[src/rtl/pipelined_rca_if.sv]
// pipelined_rca_if
// ----------------
// Streaming bus for the pipelined ripple-carry adder. It carries the operand
// side (valid/ready, x, y, cin, op) and the result side (valid/ready, sum,
// cout). When PIPELINED_RCA_OVF_EN is defined it also carries the signed
// overflow flag ovf.
//
// Modports:
//   master : producer/consumer side. Drives operands and out_ready, and
//            observes in_ready and the result.
//   slave  : the adder. Accepts operands and drives in_ready and the result.
//
// Parameter:
//   WIDTH  : operand/result width in bits.
interface pipelined_rca_if #(
  parameter int WIDTH = 8
) ();
  logic             in_valid;
  logic             in_ready;
  logic [WIDTH-1:0] x;
  logic [WIDTH-1:0] y;
  logic             cin;
  logic             op;
  logic             out_valid;
  logic             out_ready;
  logic [WIDTH-1:0] sum;
  logic             cout;
`ifdef PIPELINED_RCA_OVF_EN
  logic             ovf;
`endif

  modport master (
    output in_valid,
    output x,
    output y,
    output cin,
    output op,
    output out_ready,
    input  in_ready,
    input  out_valid,
    input  sum,
`ifdef PIPELINED_RCA_OVF_EN
    input  ovf,
`endif
    input  cout
  );

  modport slave (
    input  in_valid,
    input  x,
    input  y,
    input  cin,
    input  op,
    input  out_ready,
    output in_ready,
    output out_valid,
    output sum,
`ifdef PIPELINED_RCA_OVF_EN
    output ovf,
`endif
    output cout
  );
endinterface

[src/rtl/pipelined_rca.sv]
// pipelined_rca
// -------------
// Pipelined ripple-carry adder/subtractor. A WIDTH-bit operation is split
// into STAGES equal slices of CHUNK = WIDTH/STAGES bits. Each pipeline stage
// adds one slice and forwards its carry to the next stage. The remaining
// upper operand bits and the lower result bits that are already finished
// travel along with the operation. One operation per cycle is sustained, and
// the latency is STAGES cycles.
//
// op = 0 : {cout,sum} = x + y + cin
// op = 1 : {cout,sum} = x + ~y + 1 (cin ignored). cout = 1 means no borrow.
//
// Ports:
//   clk   : rising-edge clock
//   rst   : synchronous, active-high reset. It clears all in-flight work.
//   bus   : pipelined_rca_if.slave
//           in_valid/in_ready/x/y/cin/op        operand handshake
//           out_valid/out_ready/sum/cout [/ovf] result handshake
//
// Parameters:
//   WIDTH  : operand width. It must be a multiple of STAGES.
//   STAGES : pipeline depth, >= 1.
//
// Optional feature (macro PIPELINED_RCA_OVF_EN):
//   Adds the registered signed-overflow flag bus.ovf, which equals the carry
//   into the MSB XOR the carry out of the MSB.
//
// Flow control: only the output stage can stall. A stall occurs when
// out_valid && !out_ready. While stalled, every stage holds its value and
// in_ready drops combinationally. Empty stages move forward as bubbles.
module pipelined_rca #(
  parameter int WIDTH  = 8,
  parameter int STAGES = 4
) (
  input  logic           clk,
  input  logic           rst,
  pipelined_rca_if.slave bus
);

  localparam int CHUNK = WIDTH / STAGES;

  typedef logic [WIDTH-1:0] word_t;
  typedef logic [CHUNK-1:0] chunk_t;
  typedef logic [CHUNK:0]   slice_t;

  // Ripple add of one slice. The result is {carry_out, slice_sum}.
  function automatic slice_t add_slice(input chunk_t a, input chunk_t b, input logic c);
    return {1'b0, a} + {1'b0, b} + {{CHUNK{1'b0}}, c};
  endfunction

`ifdef PIPELINED_RCA_OVF_EN
  // Signed overflow of the top slice. The carry into the MSB is recovered
  // as sum_msb ^ a_msb ^ b_msb.
  function automatic logic slice_ovf(input chunk_t a, input chunk_t b, input logic c);
    slice_t s;
    s = add_slice(a, b, c);
    return s[CHUNK] ^ (s[CHUNK-1] ^ a[CHUNK-1] ^ b[CHUNK-1]);
  endfunction
`endif

  // Stage registers. Stage k holds the operands with y already inverted for
  // subtraction, the result bits [0 .. (k+1)*CHUNK-1] and the carry out of
  // slice k.
  logic   v_r   [STAGES];
  word_t  a_r   [STAGES];
  word_t  b_r   [STAGES];
  word_t  res_r [STAGES];
  logic   c_r   [STAGES];

  // Next-state values of the stage registers.
  logic   v_s   [STAGES];
  word_t  a_s   [STAGES];
  word_t  b_s   [STAGES];
  word_t  res_s [STAGES];
  logic   c_s   [STAGES];

  // Per-stage slice operands, the load enable and the slice adder output.
  chunk_t in_a_s  [STAGES];
  chunk_t in_b_s  [STAGES];
  logic   in_c_s  [STAGES];
  logic   load_s  [STAGES];
  slice_t slice_s [STAGES];

  logic   stall_s;
  logic   accept_s;
  word_t  src_b_s;
  logic   src_c_s;

  // Only a valid but unaccepted result at the output stage can stall.
  assign stall_s      = v_r[STAGES-1] && !bus.out_ready;
  assign accept_s     = bus.in_valid && !stall_s;
  assign bus.in_ready = !stall_s;

  // Operand conditioning at capture time. Subtraction becomes x + ~y + 1.
  always_comb begin
    if (bus.op) begin
      src_b_s = ~bus.y;
      src_c_s = 1'b1;
    end else begin
      src_b_s = bus.y;
      src_c_s = bus.cin;
    end
  end

  // Select each stage's slice operands. Stage 0 adds straight from the bus;
  // later stages add from the previous stage's registers.
  always_comb begin
    in_a_s[0] = bus.x[CHUNK-1:0];
    in_b_s[0] = src_b_s[CHUNK-1:0];
    in_c_s[0] = src_c_s;
    load_s[0] = accept_s;
    for (int k = 1; k < STAGES; k++) begin
      in_a_s[k] = a_r[k-1][k*CHUNK +: CHUNK];
      in_b_s[k] = b_r[k-1][k*CHUNK +: CHUNK];
      in_c_s[k] = c_r[k-1];
      load_s[k] = v_r[k-1];
    end
  end

  // One ripple slice adder per stage.
  always_comb begin
    for (int k = 0; k < STAGES; k++) begin
      slice_s[k] = add_slice(in_a_s[k], in_b_s[k], in_c_s[k]);
    end
  end

  // Next-state of every stage. Data is only updated when the upstream entry
  // is valid, so that sum/cout keep the last result across bubbles.
  always_comb begin
    v_s[0] = accept_s;
    if (accept_s) begin
      a_s[0]              = bus.x;
      b_s[0]              = src_b_s;
      res_s[0]            = {WIDTH{1'b0}};
      res_s[0][CHUNK-1:0] = slice_s[0][CHUNK-1:0];
      c_s[0]              = slice_s[0][CHUNK];
    end else begin
      a_s[0]   = a_r[0];
      b_s[0]   = b_r[0];
      res_s[0] = res_r[0];
      c_s[0]   = c_r[0];
    end
    for (int k = 1; k < STAGES; k++) begin
      v_s[k] = v_r[k-1];
      if (v_r[k-1]) begin
        a_s[k]                     = a_r[k-1];
        b_s[k]                     = b_r[k-1];
        res_s[k]                   = res_r[k-1];
        res_s[k][k*CHUNK +: CHUNK] = slice_s[k][CHUNK-1:0];
        c_s[k]                     = slice_s[k][CHUNK];
      end else begin
        a_s[k]   = a_r[k];
        b_s[k]   = b_r[k];
        res_s[k] = res_r[k];
        c_s[k]   = c_r[k];
      end
    end
  end

  // Stage registers. Reset clears everything; a stall freezes the whole pipe.
  always_ff @(posedge clk) begin
    if (rst) begin
      for (int k = 0; k < STAGES; k++) begin
        v_r[k]   <= 1'b0;
        a_r[k]   <= {WIDTH{1'b0}};
        b_r[k]   <= {WIDTH{1'b0}};
        res_r[k] <= {WIDTH{1'b0}};
        c_r[k]   <= 1'b0;
      end
    end else if (!stall_s) begin
      for (int k = 0; k < STAGES; k++) begin
        v_r[k]   <= v_s[k];
        a_r[k]   <= a_s[k];
        b_r[k]   <= b_s[k];
        res_r[k] <= res_s[k];
        c_r[k]   <= c_s[k];
      end
    end
  end

  assign bus.out_valid = v_r[STAGES-1];
  assign bus.sum       = res_r[STAGES-1];
  assign bus.cout      = c_r[STAGES-1];

`ifdef PIPELINED_RCA_OVF_EN
  logic ovf_r;
  logic ovf_s;

  // The overflow flag is produced by the top slice alongside the final result.
  always_comb begin
    if (load_s[STAGES-1]) begin
      ovf_s = slice_ovf(in_a_s[STAGES-1], in_b_s[STAGES-1], in_c_s[STAGES-1]);
    end else begin
      ovf_s = ovf_r;
    end
  end

  // Overflow register, which follows the output stage's reset/stall behaviour.
  always_ff @(posedge clk) begin
    if (rst) begin
      ovf_r <= 1'b0;
    end else if (!stall_s) begin
      ovf_r <= ovf_s;
    end
  end

  assign bus.ovf = ovf_r;
`endif

endmodule

[src/flat_wrapper.sv]
// flat-port wrapper written by rule: the top's interface ports become plain ports
module pipelined_rca_flat 
#(
  parameter int WIDTH  = 8,
  parameter int STAGES = 4
)
  (clk, rst, bus_in_valid, bus_x, bus_y, bus_cin, bus_op, bus_out_ready, bus_in_ready, bus_out_valid, bus_sum, bus_cout);
  pipelined_rca_if #(.WIDTH(WIDTH)) bus_i ();
  input  logic clk;
  input  logic rst;
  input wire logic [$bits(bus_i.in_valid)-1:0] bus_in_valid;
  input wire logic [$bits(bus_i.x)-1:0] bus_x;
  input wire logic [$bits(bus_i.y)-1:0] bus_y;
  input wire logic [$bits(bus_i.cin)-1:0] bus_cin;
  input wire logic [$bits(bus_i.op)-1:0] bus_op;
  input wire logic [$bits(bus_i.out_ready)-1:0] bus_out_ready;
  output wire logic [$bits(bus_i.in_ready)-1:0] bus_in_ready;
  output wire logic [$bits(bus_i.out_valid)-1:0] bus_out_valid;
  output wire logic [$bits(bus_i.sum)-1:0] bus_sum;
  output wire logic [$bits(bus_i.cout)-1:0] bus_cout;
  assign bus_i.in_valid = bus_in_valid;
  assign bus_i.x = bus_x;
  assign bus_i.y = bus_y;
  assign bus_i.cin = bus_cin;
  assign bus_i.op = bus_op;
  assign bus_i.out_ready = bus_out_ready;
  assign bus_in_ready = bus_i.in_ready;
  assign bus_out_valid = bus_i.out_valid;
  assign bus_sum = bus_i.sum;
  assign bus_cout = bus_i.cout;
  pipelined_rca #(.WIDTH(WIDTH), .STAGES(STAGES)) u_core (.clk(clk), .rst(rst), .bus(bus_i));
endmodule
[config.mk]
export PLATFORM = sky130hd
export DESIGN_NAME = pipelined_rca_flat
export DESIGN_NICKNAME = d
export VERILOG_FILES = /design/src/rtl/pipelined_rca_if.sv /design/src/rtl/pipelined_rca.sv /design/src/flat_wrapper.sv
export SDC_FILE = /design/constraint.sdc
export NUM_CORES = 1
export LEC_CHECK = 0
export CORE_ASPECT_RATIO = 1.4
export CORE_UTILIZATION = 55
export CTS_BUF_LIST = sky130_fd_sc_hd__clkbuf_16
export DETAILED_ROUTE_END_ITERATION = 8
export MAX_ROUTING_LAYER = met4
export PLACE_DENSITY = 0.79
export SLEW_MARGIN = 30
export SYNTH_ARGS = -nofsm -noshare
export SYNTH_HDL_FRONTEND = slang
export SYNTH_SLANG_ARGS = --single-unit
[constraint.sdc]
create_clock -name clk -period 2.3 [get_ports clk]
set_input_delay 0.46 -clock clk [delete_from_list [all_inputs] [get_ports clk]]
set_output_delay 0.46 -clock clk [all_outputs]
set_load 0.02 [all_outputs]
==> results.sh <==
export IMPL_clock_sinks=52
export IMPL_yosys_cell_count_top_type="edfxtp_1"
export IMPL_power_leakage_nw=1.129
export IMPL_r2r_start="u_core.a_r[0][22]"
export IMPL_wl_per_cell_microns=14.33
export IMPL_ctsRootBufferMaster="clkbuf_16"
export IMPL_pwr_share_comb_pct=14.6
export IMPL_core_area_sq_um=4572
export IMPL_synth_async_reset_ratio_pct=0
export IMPL_worst_setup_path_type="in2out"
export IMPL_worst_pin_slew_ns=0.4481
export IMPL_holdPathStages=1
export IMPL_p_seq_share_pct=54.0
export IMPL_clk_latency_ns=0.28
export IMPL_dieWidth_microns=60.57
export IMPL_rsz0062_at_grt="no"
export IMPL_dp_hpwl_mm=2.512
export IMPL_grt_antenna_before_repair=0
export IMPL_yosys_area_top_type_share_pct=59.12
export IMPL_layout_drive_gt1_share_pct=34.20
export IMPL_final_util_pct=68.25
export IMPL_syn_inst=160
export IMPL_whs_endpoint="u_core.b_r[0][13]"
export IMPL_fin_cells=255
export IMPL_final_area_sq_um=3120
export IMPL_path_clk_slew_ns=0.06
export IMPL_clockBufferDepth=2
export IMPL_finClkSkew_ns=0.003117
export IMPL_grt_usage_pct=17.20
export IMPL_status="complete, no violations"
export IMPL_vias=1283
export IMPL_antenna_cells=0
export IMPL_synth_area_sq_um=2641
export IMPL_rows=29
export IMPL_hp_class="reg2reg"
export IMPL_synth_top_family_by_area="simple AND/OR/NAND/NOR gates"
export IMPL_cts_resized=0
export IMPL_wl_mm=3.653
export IMPL_end_kind="output port"
export IMPL_die_height_microns=84.00
export IMPL_swShare_pct=21.24
export IMPL_rrSetupSlack_ns=0.56
export IMPL_max_freq_ghz=0.4597
export IMPL_synth_xor_area_share_pct=2.653
export IMPL_gr_total_overflow=0
export IMPL_setup_viol=0
export IMPL_reg2reg_depth=5
export IMPL_io_buffers=32
export IMPL_dr_pass1_iters=4
export IMPL_initial_core_util_pct=57.77
export IMPL_synth_area_leaders="edfxtp_1 (59%), nor3b_2 (16%), fa_1 (6.1%)"
export IMPL_ys_seq_area_share_pct=59.12
export IMPL_synth_flop_cell="edfxtp_1"
export IMPL_area_growth_syn_to_layout_pct=18.14
export IMPL_worstHoldStart="u_core.b_r[0][5]"
export IMPL_grt_pass1_wl_mm=6.196
export IMPL_slew_headroom_pct=70.13
export IMPL_drv_cap=0
export IMPL_nFillCells=349
export IMPL_grt_pass1_vias=1350
export IMPL_ir_worst_vdd_v=0.0004407
export IMPL_cts_hold_buf=0
export IMPL_internal_power_mw=1.708
export IMPL_synth_edff_count=52
export IMPL_pwr_density_cell_nw_per_um2=694.8
export IMPL_finalPower_mw=2.168
export IMPL_hold_viol=0
export IMPL_p_sw_mw=0.4604
export IMPL_cts_buffers=5
export IMPL_ant_nets=0
export IMPL_drt_iter0_markers=41
export IMPL_yosysTopAreaCell="edfxtp_1"
export IMPL_synth_common_cells="edfxtp_1 (52), nor3b_2 (34), inv_1 (17), nor3_2 (15), fa_1 (8)"
export IMPL_synthDistinctLibCells=17
export IMPL_ctsHtreeMaxLevel=2
export IMPL_synth_compound_area_share_pct=1.611
export IMPL_muxShareOfSynthArea_pct=0
export IMPL_syn_nets=190
export IMPL_gp_congestion=0.6913
export IMPL_drc=0
export IMPL_synthAdderAreaFrac_pct=6.063
export IMPL_die_area_sq_um=5088
export IMPL_synth_warnings=0
export IMPL_place_area_sq_um=2987
export IMPL_drt_vias_per_instance=5.031
export IMPL_p_clk_share_pct=31.4
export IMPL_fin_crit_ns=2.175
export IMPL_pin_count=33
export IMPL_postCtsSetupBuffers=0
export IMPL_synth_seq_cells=52
export IMPL_required_ns=1.84
export IMPL_yosys_area_share_simple_pct=23.73
export IMPL_start_kind="primary input"
export IMPL_setup_tns_ns=0
export IMPL_final_nets=223
export IMPL_finalCritPeriodShare_pct=94.58
export IMPL_crit_arrival_ns=1.72
export IMPL_placed_cells=248
export IMPL_r2r_end="u_core.c_r[3]"
export IMPL_path_max_fanout=5
export IMPL_final_max_slew_viol_count=0
export IMPL_grt_start_max_net_pins=54
export IMPL_cts_tree="done"
export IMPL_synth_area_per_cell_sq_um=16.51
## placed cells by master (no fill, tap or decap), drive strengths merged
cell and count:
edfxtp 52, nor3b 36, clkdlybuf4s50 31, inv 19, nor3 15, fa 8
buf 8, xnor2 7, clkbuf 5, a21o 4, nand2b 3, nor2 1
nor2b 1, xor2 1, a211oi 1, clkinv 1
## per-stage QoR
step                      setup slack (ns)  hold slack, ns
after global placement            -0.05961          0.5422
after global routing               0.07773          0.5806
after detailed placement           -0.1184          0.5505
after CTS                           0.1168          0.5717
after floorplan                     0.2642          0.5375
final                               0.1246          0.5636
## critical path, stage by stage
cell and delay (ns):
clkdlybuf4s50_1 0.50, nor2b_4 0.06, inv_2 0.09, clkdlybuf4s50_1 0.61
## metal layers
metal / routed length [microns] / share of wire (%) / track usage (%) / vias up
met5: 0 / 0 / - / -
met4: 16 / 0.44 / 4.339 / 0
met3: 125 / 3.4 / 4.651 / 2
met2: 2192 / 60 / 30.87 / 27
met1: 1319 / 36 / 17.87 / 631
li1: - / - / - / 623
## worst max path at each step
stage | startpoint | endpoint | slack, ns | cells past startpoint
CTS | bus_out_ready | bus_in_ready | 0.12 | 4
global route | bus_out_ready | bus_in_ready | 0.08 | 4
detailed placement | bus_op | u_core.res_r[0][1] | -0.12 | 6
global placement | bus_op | u_core.res_r[0][1] | -0.06 | 6
finish | bus_out_ready | bus_in_ready | 0.12 | 4
floorplan | bus_op | u_core.res_r[0][1] | 0.26 | 6
## power by group through the flow
stage / logic (mW) / clock network (mW) / registers [mW]
floorplan: 0.201 / 0 / 1.20
global placement: 0.304 / 0 / 1.19
finish: 0.316 / 0.680 / 1.17
CTS: 0.323 / 0.698 / 1.17
detailed placement: 0.318 / 0 / 1.19
global route: 0.350 / 0.734 / 1.18
## kinds of logic (layout without fill, tap and decap cells)
kind of cell	after synthesis	in the layout
XOR/XNOR	8	8
adder cells (fa/ha/maj)	8	8
AO/OA/AOI/OAI	5	5
AND/OR/NAND/NOR	56	56
buffers and inverters	31	64
flip-flops	52	52
## flip-flops by register name, indices dropped and copies added, names as in the netlist
signal	flops
u_core.a_r	12
u_core.b_r	12
u_core.c_r	4
u_core.res_r	20
u_core.v_r	4
## cell type report
type	count	area (sq um)	area share, %
timing repair buffer	39	380.4	12.19
sequential	52	1562	50.04
multi-input combinational	77	899.6	28.83
tap	62	77.57	2.486
clock inverter	2	8.758	0.2807
clock buffer	5	125.1	4.010
inverter	18	67.56	2.165
(Power assumes the default switching activity.)
